File: src/rtl/adpll_freq_monitor_if.sv
// Bundles the frequency-monitor signals: REF sample, multiplier, lock in; measurement results out.
// No added latency; wires only.
// No backpressure: every signal is a plain level or a single-cycle pulse.
interface adpll_freq_monitor_if #(
    parameter int CW = 8
);
    logic          ref_clk;
    logic [2:0]    m;
    logic          lock;
    logic [CW-1:0] meas;
    logic          meas_vld;
    logic          freq_ok;
    logic          freq_err;
    logic [7:0]    err_cnt;

    // master drives the ADPLL-side observations and reads the results
    modport master (
        output ref_clk, m, lock,
        input  meas, meas_vld, freq_ok, freq_err, err_cnt
    );

    // slave is the monitor itself
    modport slave (
        input  ref_clk, m, lock,
        output meas, meas_vld, freq_ok, freq_err, err_cnt
    );
endinterface

File: src/rtl/adpll_freq_monitor.sv
// Counts OUT_CLK cycles per REF_CLK period, checks against (M+1)*MULT_UNIT; FREQ_MON_STICKY_ERR_EN makes FREQ_ERR sticky.
// MEAS_VLD arrives 1 cycle after the synchronised REF rise (3-4 OUT_CLK after the REF edge).
// No backpressure: results are single-cycle pulses with held levels; a consumer must sample on MEAS_VLD.
module adpll_freq_monitor #(
    parameter int CW        = 8,
    parameter int MULT_UNIT = 4,
    parameter int TOL       = 1,
    parameter int GOOD_N    = 4
) (
    input  logic                  i_out_clk,
    input  logic                  i_rst_n,
    adpll_freq_monitor_if.slave   io_mon
);
    localparam int              GW      = $clog2(GOOD_N + 1);
    localparam logic [CW-1:0]   CNT_MAX = '1;
    localparam logic [CW-1:0]   TOL_W   = CW'(TOL);
    localparam logic [GW-1:0]   GOOD_W  = GW'(GOOD_N);

    typedef enum logic [1:0] {
        IDLE    = 2'd0,
        ARM     = 2'd1,
        MEASURE = 2'd2
    } state_t;

    state_t         r_state;
    state_t         w_state_nxt;

    logic           r_ref1, r_ref2, r_ref3;
    logic           r_lock1, r_lock2;
    logic [CW-1:0]  r_cnt;
    logic [2:0]     r_m_q;
    logic [CW-1:0]  r_meas;
    logic           r_meas_vld;
    logic           r_freq_ok;
    logic           r_freq_err;
    logic [7:0]     r_err_cnt;
    logic [GW-1:0]  r_good_cnt;

    logic           w_rise;
    logic           w_mchg;
    logic           w_timeout;
    logic           w_take;
    logic           w_clear;
    logic           w_good;
    logic [CW-1:0]  w_exp;
    logic [CW-1:0]  w_diff;

    assign w_rise    = r_ref2 & ~r_ref3;
    assign w_mchg    = (r_m_q != io_mon.m);
    assign w_timeout = (r_cnt == CNT_MAX);

    // Expected count and tolerance test on the count about to be latched as MEAS
    always_comb begin
        w_exp  = CW'((int'(r_m_q) + 1) * MULT_UNIT);
        w_diff = (r_cnt >= w_exp) ? (r_cnt - w_exp) : (w_exp - r_cnt);
        w_good = !w_timeout && (w_diff <= TOL_W);
    end

    // Two-flop synchronisers for REF and LOCK, extra REF stage for edge detect, M history
    always_ff @(posedge i_out_clk or negedge i_rst_n) begin
        if (!i_rst_n) begin
            r_ref1  <= 1'b0;
            r_ref2  <= 1'b0;
            r_ref3  <= 1'b0;
            r_lock1 <= 1'b0;
            r_lock2 <= 1'b0;
            r_m_q   <= 3'd0;
        end else begin
            r_ref1  <= io_mon.ref_clk;
            r_ref2  <= r_ref1;
            r_ref3  <= r_ref2;
            r_lock1 <= io_mon.lock;
            r_lock2 <= r_lock1;
            r_m_q   <= io_mon.m;
        end
    end

    // Period counter: restarts at 1 on every REF rise, saturates at all-ones
    always_ff @(posedge i_out_clk or negedge i_rst_n) begin
        if (!i_rst_n) begin
            r_cnt <= '0;
        end else if (w_rise) begin
            r_cnt <= CW'(1);
        end else if (r_cnt != CNT_MAX) begin
            r_cnt <= r_cnt + CW'(1);
        end
    end

    // State register
    always_ff @(posedge i_out_clk or negedge i_rst_n) begin
        if (!i_rst_n) begin
            r_state <= IDLE;
        end else begin
            r_state <= w_state_nxt;
        end
    end

    // Next state; priority is lock loss, then M change, then timeout, then REF rise
    always_comb begin
        w_state_nxt = r_state;
        w_take      = 1'b0;
        w_clear     = 1'b0;
        if (!r_lock2) begin
            w_state_nxt = IDLE;
            w_clear     = 1'b1;
        end else begin
            case (r_state)
                IDLE: w_state_nxt = ARM;
                ARM: begin
                    if (w_mchg) begin
                        w_clear = 1'b1;
                    end else if (w_rise) begin
                        w_state_nxt = MEASURE;
                    end
                end
                MEASURE: begin
                    if (w_mchg) begin
                        w_state_nxt = ARM;
                        w_clear     = 1'b1;
                    end else if (w_timeout) begin
                        w_state_nxt = ARM;
                        w_take      = 1'b1;
                    end else if (w_rise) begin
                        w_take      = 1'b1;
                    end
                end
                default: w_state_nxt = IDLE;
            endcase
        end
    end

    // Latch a measurement and update the good-run / error bookkeeping
    always_ff @(posedge i_out_clk or negedge i_rst_n) begin
        if (!i_rst_n) begin
            r_meas     <= '0;
            r_meas_vld <= 1'b0;
            r_freq_ok  <= 1'b0;
            r_freq_err <= 1'b0;
            r_err_cnt  <= 8'd0;
            r_good_cnt <= '0;
        end else begin
            r_meas_vld <= w_take;
            if (w_take) begin
                r_meas <= r_cnt;
            end
`ifdef FREQ_MON_STICKY_ERR_EN
            if (w_take && !w_good) begin
                r_freq_err <= 1'b1;
            end
`else
            r_freq_err <= w_take && !w_good;
`endif
            if (w_clear) begin
                r_good_cnt <= '0;
                r_freq_ok  <= 1'b0;
            end else if (w_take) begin
                if (w_good) begin
                    if (r_good_cnt != GOOD_W) begin
                        r_good_cnt <= r_good_cnt + GW'(1);
                    end
                    if (r_good_cnt >= GOOD_W - GW'(1)) begin
                        r_freq_ok <= 1'b1;
                    end
                end else begin
                    r_good_cnt <= '0;
                    r_freq_ok  <= 1'b0;
                    if (r_err_cnt != 8'hFF) begin
                        r_err_cnt <= r_err_cnt + 8'd1;
                    end
                end
            end
        end
    end

    assign io_mon.meas     = r_meas;
    assign io_mon.meas_vld = r_meas_vld;
    assign io_mon.freq_ok  = r_freq_ok;
    assign io_mon.freq_err = r_freq_err;
    assign io_mon.err_cnt  = r_err_cnt;
endmodule

File: src/flat_wrapper.sv
// flat-port wrapper written by rule: the top's interface ports become plain ports
module adpll_freq_monitor_flat 
#(
    parameter int CW        = 8,
    parameter int MULT_UNIT = 4,
    parameter int TOL       = 1,
    parameter int GOOD_N    = 4
)
  (i_out_clk, i_rst_n, io_mon_ref_clk, io_mon_m, io_mon_lock, io_mon_meas, io_mon_meas_vld, io_mon_freq_ok, io_mon_freq_err, io_mon_err_cnt);
  adpll_freq_monitor_if #(.CW(CW)) io_mon_i ();
  input  logic i_out_clk;
  input  logic i_rst_n;
  input wire logic [$bits(io_mon_i.ref_clk)-1:0] io_mon_ref_clk;
  input wire logic [$bits(io_mon_i.m)-1:0] io_mon_m;
  input wire logic [$bits(io_mon_i.lock)-1:0] io_mon_lock;
  output wire logic [$bits(io_mon_i.meas)-1:0] io_mon_meas;
  output wire logic [$bits(io_mon_i.meas_vld)-1:0] io_mon_meas_vld;
  output wire logic [$bits(io_mon_i.freq_ok)-1:0] io_mon_freq_ok;
  output wire logic [$bits(io_mon_i.freq_err)-1:0] io_mon_freq_err;
  output wire logic [$bits(io_mon_i.err_cnt)-1:0] io_mon_err_cnt;
  assign io_mon_i.ref_clk = io_mon_ref_clk;
  assign io_mon_i.m = io_mon_m;
  assign io_mon_i.lock = io_mon_lock;
  assign io_mon_meas = io_mon_i.meas;
  assign io_mon_meas_vld = io_mon_i.meas_vld;
  assign io_mon_freq_ok = io_mon_i.freq_ok;
  assign io_mon_freq_err = io_mon_i.freq_err;
  assign io_mon_err_cnt = io_mon_i.err_cnt;
  adpll_freq_monitor #(.CW(CW), .MULT_UNIT(MULT_UNIT), .TOL(TOL), .GOOD_N(GOOD_N)) u_core (.i_out_clk(i_out_clk), .i_rst_n(i_rst_n), .io_mon(io_mon_i));
endmodule
File: config.mk
export PLATFORM = sky130hd
export DESIGN_NAME = adpll_freq_monitor_flat
export DESIGN_NICKNAME = d
export VERILOG_FILES = /design/src/rtl/adpll_freq_monitor_if.sv /design/src/rtl/adpll_freq_monitor.sv /design/src/flat_wrapper.sv
export SDC_FILE = /design/constraint.sdc
export NUM_CORES = 1
export LEC_CHECK = 0
export ABC_AREA = 1
export CAP_MARGIN = 5
export CORE_UTILIZATION = 35
export DETAILED_ROUTE_END_ITERATION = 8
export GPL_ROUTABILITY_DRIVEN = 1
export PLACE_DENSITY_LB_ADDON = 0.05
export SLEW_MARGIN = 10
export SYNTH_ARGS = -nofsm -noshare
export SYNTH_HDL_FRONTEND = slang
export SYNTH_SLANG_ARGS = --single-unit
File: constraint.sdc
create_clock -name i_out_clk -period 2.9 [get_ports i_out_clk]
set_input_delay 0.58 -clock i_out_clk [delete_from_list [all_inputs] [get_ports i_out_clk]]
set_output_delay 0.58 -clock i_out_clk [all_outputs]
set_load 0.02 [all_outputs]
==> results of run 1 <==
==> synth_stat cells, types with 2 or more instances <==
| master | count |
|---|---|
| inv_1 | 45 |
| o21ai_2 | 7 |
| buf_6 | 2 |
| nor2_1 | 18 |
| xor2_1 | 3 |
| nand4_1 | 7 |
| a211oi_1 | 2 |
| nand2_1 | 75 |
| o21ai_0 | 20 |
| inv_2 | 5 |
| nor2_2 | 9 |
| nand2_2 | 10 |
| dfrtp_1 | 40 |
| nand3_1 | 19 |
| xnor2_1 | 9 |
| ha_1 | 19 |
| a21oi_1 | 7 |
| nand2_4 | 2 |
| nand3_2 | 2 |
| nor3_1 | 6 |
==> metrics by stage <==
step,instance area (um2),setup WS [ps]
2_1_floorplan,2580,498
3_3_place_gp,2900,238
3_5_place_dp,2900,201
4_1_cts,3000,174
5_1_grt,3010,3.81
6_report,3010,232
==> final cells by class <==
cell class	instances	area [um2]	area share [%]
tap	96	120	3.99
clock inverter	1	7.51	0.249
inverter	51	191	6.36
multi-input combinational	225	1340	44.6
clock buffer	7	86.3	2.87
sequential	40	1000	33.3
timing repair buffer	27	260	8.65
==> timing repair <==
| item | 4_1_cts | 5_1_grt |
|---|---|---|
| resized for setup | 0 | 1 |
| setup endpoints to repair | 0 | 9 |
| setup buffers | 0 | 0 |
==> flip-flops by register name, indices dropped and copies added, names as in the netlist <==
name,cells
u_core.io_mon.err_cnt,8
u_core.io_mon.freq_err,1
u_core.io_mon.freq_ok,1
u_core.io_mon.meas,8
u_core.io_mon.meas_vld,1
u_core.r_cnt,8
u_core.r_good_cnt,3
u_core.r_lock1,1
u_core.r_lock2,1
u_core.r_m_q,3
u_core.r_ref1,1
u_core.r_ref2,1
u_core.r_ref3,1
u_core.r_state,2
==> path summary, 6_finish.rpt <==
check                                     start                       end  slack (ps)
worst max-delay path            u_core.r_m_q[0]  u_core.io_mon.err_cnt[3]         230
min in group asynchronous               i_rst_n     u_core.io_mon.meas[6]         420
worst min-delay path             u_core.r_lock1            u_core.r_lock2         360
max in group asynchronous               i_rst_n         u_core.r_state[1]        1930
worst max register to register  u_core.r_m_q[0]  u_core.io_mon.err_cnt[3]         230
worst min register to register   u_core.r_lock1            u_core.r_lock2         360
==> layer usage <==
layer	track usage [%]	vias up	share of wire (%)
met5	0	-	0
met4	4.02	0	0.44
met3	3.20	5	2.2
met2	26.1	24	46
met1	21.6	984	52
li1	-	1080	-
==> report_power, final <==
group	switching, mW	internal (mW)
registers	0.0531	0.613
clock network	0.189	0.193
logic	0.519	0.281
total	0.760	1.09
==> logic make-up (layout without fill, tap and decap cells) <==
| logic type | Yosys count | count (layout) | share of synthesized area (%) |
|---|---|---|---|
| flops | 40 | 40 | 38.9 |
| compound gates | 41 | 41 | 9.76 |
| buf+inv | 56 | 86 | 9.52 |
| simple gates | 151 | 152 | 27.8 |
| fa+ha+maj | 20 | 20 | 10.0 |
| xor+xnor | 12 | 12 | 4.08 |
==> impl_metrics.yaml, run 1 <==
layout:
  fillers: 702
  final_cell_mix: "75 x nand2_1, 45 x inv_1, 40 x dfrtp_1"
  syn_to_final_growth_pct: 16.8
  fin_cells: 447
  finalNetCount: 377
  final_core_util_pct: 43.3
  layout_commonest_cell: "nand2_1"
  antenna_cells: 0
  layout-drive-gt1-share_pct: 14.2
setup_path:
  cp_slowest_cell: "dfrtp_1"
  cpMostUsedCell: "nor2_2"
  r2r_cells: 15
  setup.worst_path.class: "reg2reg"
  crit_path_max_fanout: 7
  worst-path-buf-inv: 2
  slowest_delay_ps: 430
  crit_family: "simple AND/OR/NAND/NOR gates"
  start_kind: "flip-flop"
  cp.depth: 15
  crit_arrival_ps: 2880
  cp_cell_sequence: "ha_1 > xnor2_1 > inv_1 > ha_2 > nand2_4 > nor2_2 > inv_1 > nand2_2 > nor2_2 > nand2_1 > a21boi_1 > nor2_2 > nand2_4 > nand3_2 > o21ai_2"
  critPathCaptureType: "flip-flop"
  worstPathRequired_ps: 3110
synthesis:
  async_reset_ff_share_pct: 100
  ys_ff_latch: 40
  synth_edf_count: 0
  yosysTopAreaCell: "dfrtp_1"
  synth.distinct_cells: 33
  ys_seq_area_share_pct: 38.9
  synth.area.top_cells: "dfrtp_1 39%, nand2_1 11%, ha_1 9.2%"
  synth_top_area_share_pct: 38.9
  synth_nets: 347
  syn-cell-area_mm2: 0.00258
  yosysWarnings: 0
  ys_dominant_reg_cell: "dfrtp_1"
  syn_inst: 320
  synth.avg_cell_area_um2: 8.05
clocking:
  numCtsBuffers: 5
  cts-root-buf: "clkbuf_8"
  clockBufferDepth: 2
  clk_latency_ps: 290
  cts_htree_levels: 2
  hold_buffers: 0
  cts_tree: "done"
  clkTransAtPathRegs_ps: 80
  cts.sinks: 40
timing:
  holdWs_ps: 357
  rsz0062_at_grt: "false"
  finalMaxSlewViolations: 0
  tightest_slew_ps: 891
  fin_setup_tns_ps: 0
  hold_viol: 0
  setup_viol: 0
  post-route-period-util_pct: 92.0
  period_minus_slack_ps: 2670
  fin_skew_ps: 9.29
  relSlewSlack_pct: 40.6
  fmax_ghz: 0.375
power_and_ir_drop:
  cellPowerDensity_mw_per_mm2: 614
  cellLeakagePower_nw: 1.45
  power_mw: 1.85
  peakVddDrop_uv: 270
floorplan:
  ioPinCount: 26
  start_util_pct: 37.1
  die_h_um: 87.8
  core_mm2: 0.00694
  design.die.area_mm2: 0.00771
  die_width_um: 87.8
  rows: 30
route:
  final_antenna_net_count: 0
  wl_per_cell_um: 12.7
  dr.pass1.iters: 4
  drcViolationCount: 0
  drt_iter0_markers: 94
  vias: 2093
  vias_per_cell: 4.68
  wl_mm: 5.68
status:
  outcome: "completed"
grt:
  grtUsageTotal_pct: 16.0
  antenna_found_initial: 0
  grt-ovfl-total: 0
  grt_max_degree: 41
  grt_pass1_vias: 1975
  grt_pass1_wl_mm: 9.45
place:
  place_congestion: 0.837
  portBuffers: 25
  dp_cells: 438
  dp_hpwl_mm: 4.38
worst_hold_path:
  hold_class: "reg2reg"
  holdPathStages: 0
run:
  timing.max_cap.violations: 0
(Power assumes the default switching activity.)
==> inputs of run 2 (changes only) <==
--- a/config.mk
+++ b/config.mk
@@ -7,9 +7,11 @@
 export LEC_CHECK = 0
 export ABC_AREA = 1
 export CAP_MARGIN = 5
+export CORE_ASPECT_RATIO = 0.9
 export CORE_UTILIZATION = 35
 export DETAILED_ROUTE_END_ITERATION = 8
 export GPL_ROUTABILITY_DRIVEN = 1
+export GPL_TIMING_DRIVEN = 0
 export PLACE_DENSITY_LB_ADDON = 0.05
 export SLEW_MARGIN = 10
 export SYNTH_ARGS = -nofsm -noshare
==> run 2 against run 1 <==
Compared with the run above: clock skew decreased by 6.4 ps; core utilization increased by 0.36 points; design area increased by 2.7%; routed wire length decreased by 5.9%; largest cell class unchanged; highest routed layer unchanged.
==> impl_metrics.yaml, run 2 (synthesis results as in run 1) <==
power_and_ir_drop:
  cellLeakagePower_nw: 1.50
  cellPowerDensity_mw_per_mm2: 631
  peakVddDrop_uv: 306
layout:
  fin_area_mm2: 0.00309
  layout_commonest_cell: "nand2_1"
  ff_latch_area_mm2: 0.00100
  fin_cells: 447
  antenna_cells: 0
  syn_to_final_growth_pct: 20.0
  multiInputGateArea_mm2: 0.00134
  layout-drive-gt1-share_pct: 15.0
  finalNetCount: 380
  final_cell_mix: "75 x nand2_1, 45 x inv_1, 40 x dfrtp_1"
  fillers: 719
timing:
  setup_viol: 0
  post-route-period-util_pct: 91.6
  finalMaxSlewViolations: 0
  tightest_slew_ps: 432
  relSlewSlack_pct: 71.2
  fmax_ghz: 0.376
  fin_setup_tns_ps: 0
  rsz0062_at_grt: "false"
  period_minus_slack_ps: 2660
  fin_skew_ps: 2.87
  hold_viol: 0
clocking:
  clk_latency_ps: 290
  cts_tree: "done"
  clockBufferDepth: 2
  postCtsSetupBuffers: 0
  numCtsBuffers: 5
  clkTransAtPathRegs_ps: 80
  cts_htree_levels: 2
  cts-root-buf: "clkbuf_8"
  cts.sinks: 40
place:
  dp_cells: 439
  portBuffers: 25
  place_congestion: 0.835
  dp_hpwl_mm: 4.27
  place_area_mm2: 0.00296
setup_path:
  r2r_setup_slack_ps: 240
  r2r_cells: 18
  rr_startpoint: "u_core.r_m_q[0]"
  cp-startpoint: "u_core.r_m_q[0]"
  setup.worst_path.class: "reg2reg"
  crit_path_max_fanout: 10
  crit_arrival_ps: 2880
  slowest_delay_ps: 430
  cp_slowest_cell: "dfrtp_1"
  cp_cell_sequence: "ha_1 > xnor2_2 > inv_1 > ha_1 > buf_6 > nand2_4 > nor2_2 > inv_1 > nand2_2 > nor2_2 > nand2_1 > a21boi_1 > nor2_2 > nand2_4 > nand3_4 > buf_12 > nand2_2 > o21ai_2"
  worstPathRequired_ps: 3130
  critPathCaptureType: "flip-flop"
  rr_endpoint: "u_core.io_mon.err_cnt[4]"
  cpMostUsedCell: "nor2_2"
  start_kind: "flip-flop"
run:
  timing.max_cap.violations: 0
grt:
  grt_max_degree: 32
  antenna_found_initial: 0
  grtUsageTotal_pct: 15.3
  grt_pass1_vias: 1926
  grt-ovfl-total: 0
  grt_pass1_wl_mm: 9.31
floorplan:
  die_width_um: 92.4
  die_h_um: 83.4
  design.die.area_mm2: 0.00771
  start_util_pct: 36.4
  core_mm2: 0.00708
  ioPinCount: 26
  rows: 29
status:
  outcome: "completed"
route:
  drt_iter0_markers: 62
  vias_per_cell: 4.50
  wl_mm: 5.34
  vias: 2011
  final_antenna_net_count: 0
  wl_per_cell_um: 12.0
  dr.pass1.iters: 4
  drcViolationCount: 0
worst_hold_path:
  hold_class: "in2async"
run 2: cell types whose count changed in the layout (fill, tap and decap cells not counted), sizes merged:
| cell | previous run | this run |
|---|---|---|
| buf | 3 | 6 |
| bufinv | 0 | 1 |
| clkbuf | 7 | 8 |
| clkinvlp | 1 | 0 |
| nand3 | 23 | 22 |
run 2: timing repair:
| item | CTS | global route |
|---|---|---|
| gates resized for setup | 0 | 1 |
| hold buffers | 0 | 0 |
| endpoints found under the setup margin | 0 | 9 |
run 2: final cells by class:
class | count | share of cell area, %
multi-input cells | 224 | 43.3
flip-flops and latches | 40 | 32.4
repair buffers | 26 | 8.58
inverters | 51 | 6.19
well taps | 93 | 3.76
clock buffers | 7 | 3.12
plain buffers | 5 | 1.74
clock inverters | 1 | 0.971
run 2: routing by layer:
| layer | part of all wire, % | GRT usage [%] | up-vias |
|---|---|---|---|
| li1 | - | - | 1076 |
| met1 | 53 | 22.4 | 911 |
| met2 | 43 | 23.2 | 18 |
| met3 | 2.2 | 2.75 | 6 |
| met4 | 1.1 | 3.84 | 0 |
| met5 | 0 | 0 | - |
run 2: worst max-delay path by stage:
stage,to,cells past startpoint
4_1_cts,u_core.io_mon.err_cnt[4],18
3_5_place_dp,u_core.io_mon.err_cnt[2],17
3_3_place_gp,u_core.r_ref1,1
2_1_floorplan,u_core.io_mon.err_cnt[4],18
5_1_grt,u_core.io_mon.err_cnt[4],18
6_report,u_core.io_mon.err_cnt[4],18
run 2: worst max-delay path: cells and delay by family, from the launching register on:
family                     cells  cell delay [ps]
and+or+nand+nor                9              870
adders and majority gates      2              520
DFF                            1              430
buffers and inverters          4              410
AOI/OAI and AO/OA              2              180
xor gates and xnor gates       1              160
run 2: through the flow:
stage	setup slack [ps]	hold WS [ps]	utilization, %	power (mW)
finish	244	164	43.7	1.95
CTS	202	172	43.6	1.97
floorplan	498	284	-	1.27
detailed placement	221	336	41.8	1.47
global route	3.33	170	43.7	2.12
global placement	59.3	333	41.6	1.46
run 2: power by group:
group | switching, mW | internal (mW)
clock network | 0.195 | 0.304
registers | 0.0544 | 0.613
logic | 0.502 | 0.282
==> inputs of run 3 (changes only) <==
--- a/config.mk
+++ b/config.mk
@@ -6,7 +6,7 @@
 export NUM_CORES = 1
 export LEC_CHECK = 0
 export ABC_AREA = 1
-export CAP_MARGIN = 5
+export CAP_MARGIN = 30
 export CORE_ASPECT_RATIO = 0.9
 export CORE_UTILIZATION = 35
 export DETAILED_ROUTE_END_ITERATION = 8
==> results of run 3 <==
No change in the layout: final DEF, timing and power equal those of run 2.
==> patch (flow settings as in run 2) <==
`CW` is set to 8 in 3 places; all go to 7.
--- a/src/rtl/adpll_freq_monitor_if.sv
+++ b/src/rtl/adpll_freq_monitor_if.sv
@@ -3,5 +3,5 @@
 // No backpressure: every signal is a plain level or a single-cycle pulse.
 interface adpll_freq_monitor_if #(
-    parameter int CW = 8
+    parameter int CW = 7
 );
     logic          ref_clk;
--- a/src/rtl/adpll_freq_monitor.sv
+++ b/src/rtl/adpll_freq_monitor.sv
@@ -3,5 +3,5 @@
 // No backpressure: results are single-cycle pulses with held levels; a consumer must sample on MEAS_VLD.
 module adpll_freq_monitor #(
-    parameter int CW        = 8,
+    parameter int CW        = 7,
     parameter int MULT_UNIT = 4,
     parameter int TOL       = 1,
--- a/src/flat_wrapper.sv
+++ b/src/flat_wrapper.sv
@@ -2,5 +2,5 @@
 module adpll_freq_monitor_flat 
 #(
-    parameter int CW        = 8,
+    parameter int CW        = 7,
     parameter int MULT_UNIT = 4,
     parameter int TOL       = 1,
Interface: changed (resized io_mon_meas); port bits go from 26 to 25. The function was not compared with the original's and may differ.
==> patch against run 2 <==
  * Clock power is 25% lower
  * Synthesized cell count is 9.4% lower
  * Synthesized area is 7.0% lower
  * Routed wire length is 8.9% lower
  * Via count is 7.4% lower
  * Critical path depth is 1 lower
  * Critical endpoint is now u_core.io_mon.err_cnt[7]$_DFFE_PN0P_
  * Design area is 7.0% lower
  * Worst setup slack better by 0.031 ns
  * Count of clock-buffer cells in the layout is 1 lower
  * Highest routed layer unchanged
  * Power is 9.5% lower
  * Sequential cell count is 2 lower
  * Global-route usage is 0.074 points lower
==> patch: results (changes against run 2) <==
• **vias in the first global route** 1753, was 1926
• **Area growth, synth to finish** 19.9%, was 20.0%
• **reg-to-reg critical path endpoint** u_core.io_mon.err_cnt[7]$_DFFE_PN0P_, was u_core.io_mon.err_cnt[4]$_DFFE_PN0P_
• **wire length on met1** 2640 µm, was 2850 µm
• **Port Buffers** 24, was 25
• **multi-input combinational cell count** 206, was 224
• **Taps Inserted** 90, was 93
• **minimum setup slack among reg-to-reg paths** 0.27 ns, was 0.24 ns
• **status** finished, final reports clean, unchanged
• **met2 WL post-DR** 2100 µm, was 2320 µm
• **initial DRC count** 98, was 62
• **fraction of cell area in non-clock buffers** 10.1%, was 10.3%
• **static leakage** 1.38 nW, was 1.50 nW
• **Post-Route WL** 4870 µm, was 5340 µm
• **sequential cells** 38, was 40
• **count of clock buffers in the final design** 6, was 7
• **non-clock inverter count in the final layout** 43, was 51
• **number of cells on the worst reg-to-reg path** 17, was 18
• **maximum vdd drop** 0.330 mV, was 0.306 mV
• **layout net count** 349, was 380
• **maximum number of pins on one net before global-route repair** 28, was 32
• **Fillers** 682, was 719
• **global-route wire length before repair** 8300 µm, was 9310 µm
• **vias per std cell** 4.51, was 4.50
• **fraction of area in clock buffers and inverters** 3.31%, was 4.09%
• **ratio of cells with drive above 1 in the final layout** 14.9%, was 15.0%
• **Fin Hold WS** 0.166 ns, was 0.164 ns
• **number of nets produced by synthesis** 317, was 347
• **Seq/total area** 33.1%, was 32.4%
• **pre-CTS WS** 0.254 ns, was 0.221 ns
• **slew at the pin closest to its max-slew limit** 0.394 ns, was 0.432 ns
• **largest cells by area after synthesis** sky130_fd_sc_hd__dfrtp_1 (40%), sky130_fd_sc_hd__nand2_1 (10%), sky130_fd_sc_hd__ha_1 (9.9%), was sky130_fd_sc_hd__dfrtp_1 (39%), sky130_fd_sc_hd__nand2_1 (11%), sky130_fd_sc_hd__ha_1 (9.2%)
• **multi-input logic area** 0.00126 mm², was 0.00134 mm²
• **number of non-clock buffers** 28, was 31
• **total routing usage reported by global routing** 15.2%, was 15.3%
• **maximum count of clock buffers along a single path** 2, unchanged
• **half-perimeter wire length after placement** 3880 µm, was 4270 µm
• **final estimated routing congestion in global placement** 0.801, was 0.835
• **post-route non-filler standard cell count** 413, was 447
• **placed instance area** 0.00276 mm², was 0.00296 mm²
• **Mapped Cells** 290, was 320
• **Worst EP arrival** 2.84 ns, was 2.88 ns
• **most instantiated cells after synthesis** sky130_fd_sc_hd__nand2_1 (65), sky130_fd_sc_hd__dfrtp_1 (38), sky130_fd_sc_hd__inv_1 (36), sky130_fd_sc_hd__nand3_1 (23), sky130_fd_sc_hd__nor2_1 (22), was sky130_fd_sc_hd__nand2_1 (75), sky130_fd_sc_hd__inv_1 (45), sky130_fd_sc_hd__dfrtp_1 (40), sky130_fd_sc_hd__o21ai_0 (20)
• **fraction of the cycle the final worst path needs** 90.5%, was 91.6%
• **portion of the post-synthesis area used by sequential elements** 39.7%, was 38.9%
• **met3 WL post-DR** 107 µm, was 117 µm
• **Worst path top cell family by delay** simple AND/OR/NAND/NOR gates, unchanged
• **Setup Skew** 0.00619 ns, was 0.00287 ns
-- patch: changes by cell type in the layout (fill, tap and decap cells not counted), sizes merged, moves of 3 or more --
cell,run 2,this run
nand2,87,77
inv,50,43
nand3,22,25
nor3,6,3
o21ai,27,24
-- patch: power breakdown --
group / switching [mW] / internal (mW) / total [mW]
Clock: 0.184 / 0.191 / 0.375
Sequential: 0.0541 / 0.580 / 0.634
Combinational: 0.481 / 0.276 / 0.757
Total: 0.719 / 1.05 / 1.77
-- patch: logic make-up after synthesis --
| kind of cell | share of synthesized area, % |
|---|---|
| and+or+nand+nor | 28.0 |
| buffers and inverters | 8.20 |
| DFF | 39.7 |
| AOI/OAI and AO/OA | 8.98 |
| adders and majority gates | 10.8 |
| xor gates and xnor gates | 4.39 |
-- patch: per-layer routing --
layer	vias up	global-route usage [%]
met5	-	0
met3	2	3.08
li1	984	-
met1	854	22.3
met4	0	3.33
met2	23	23.0
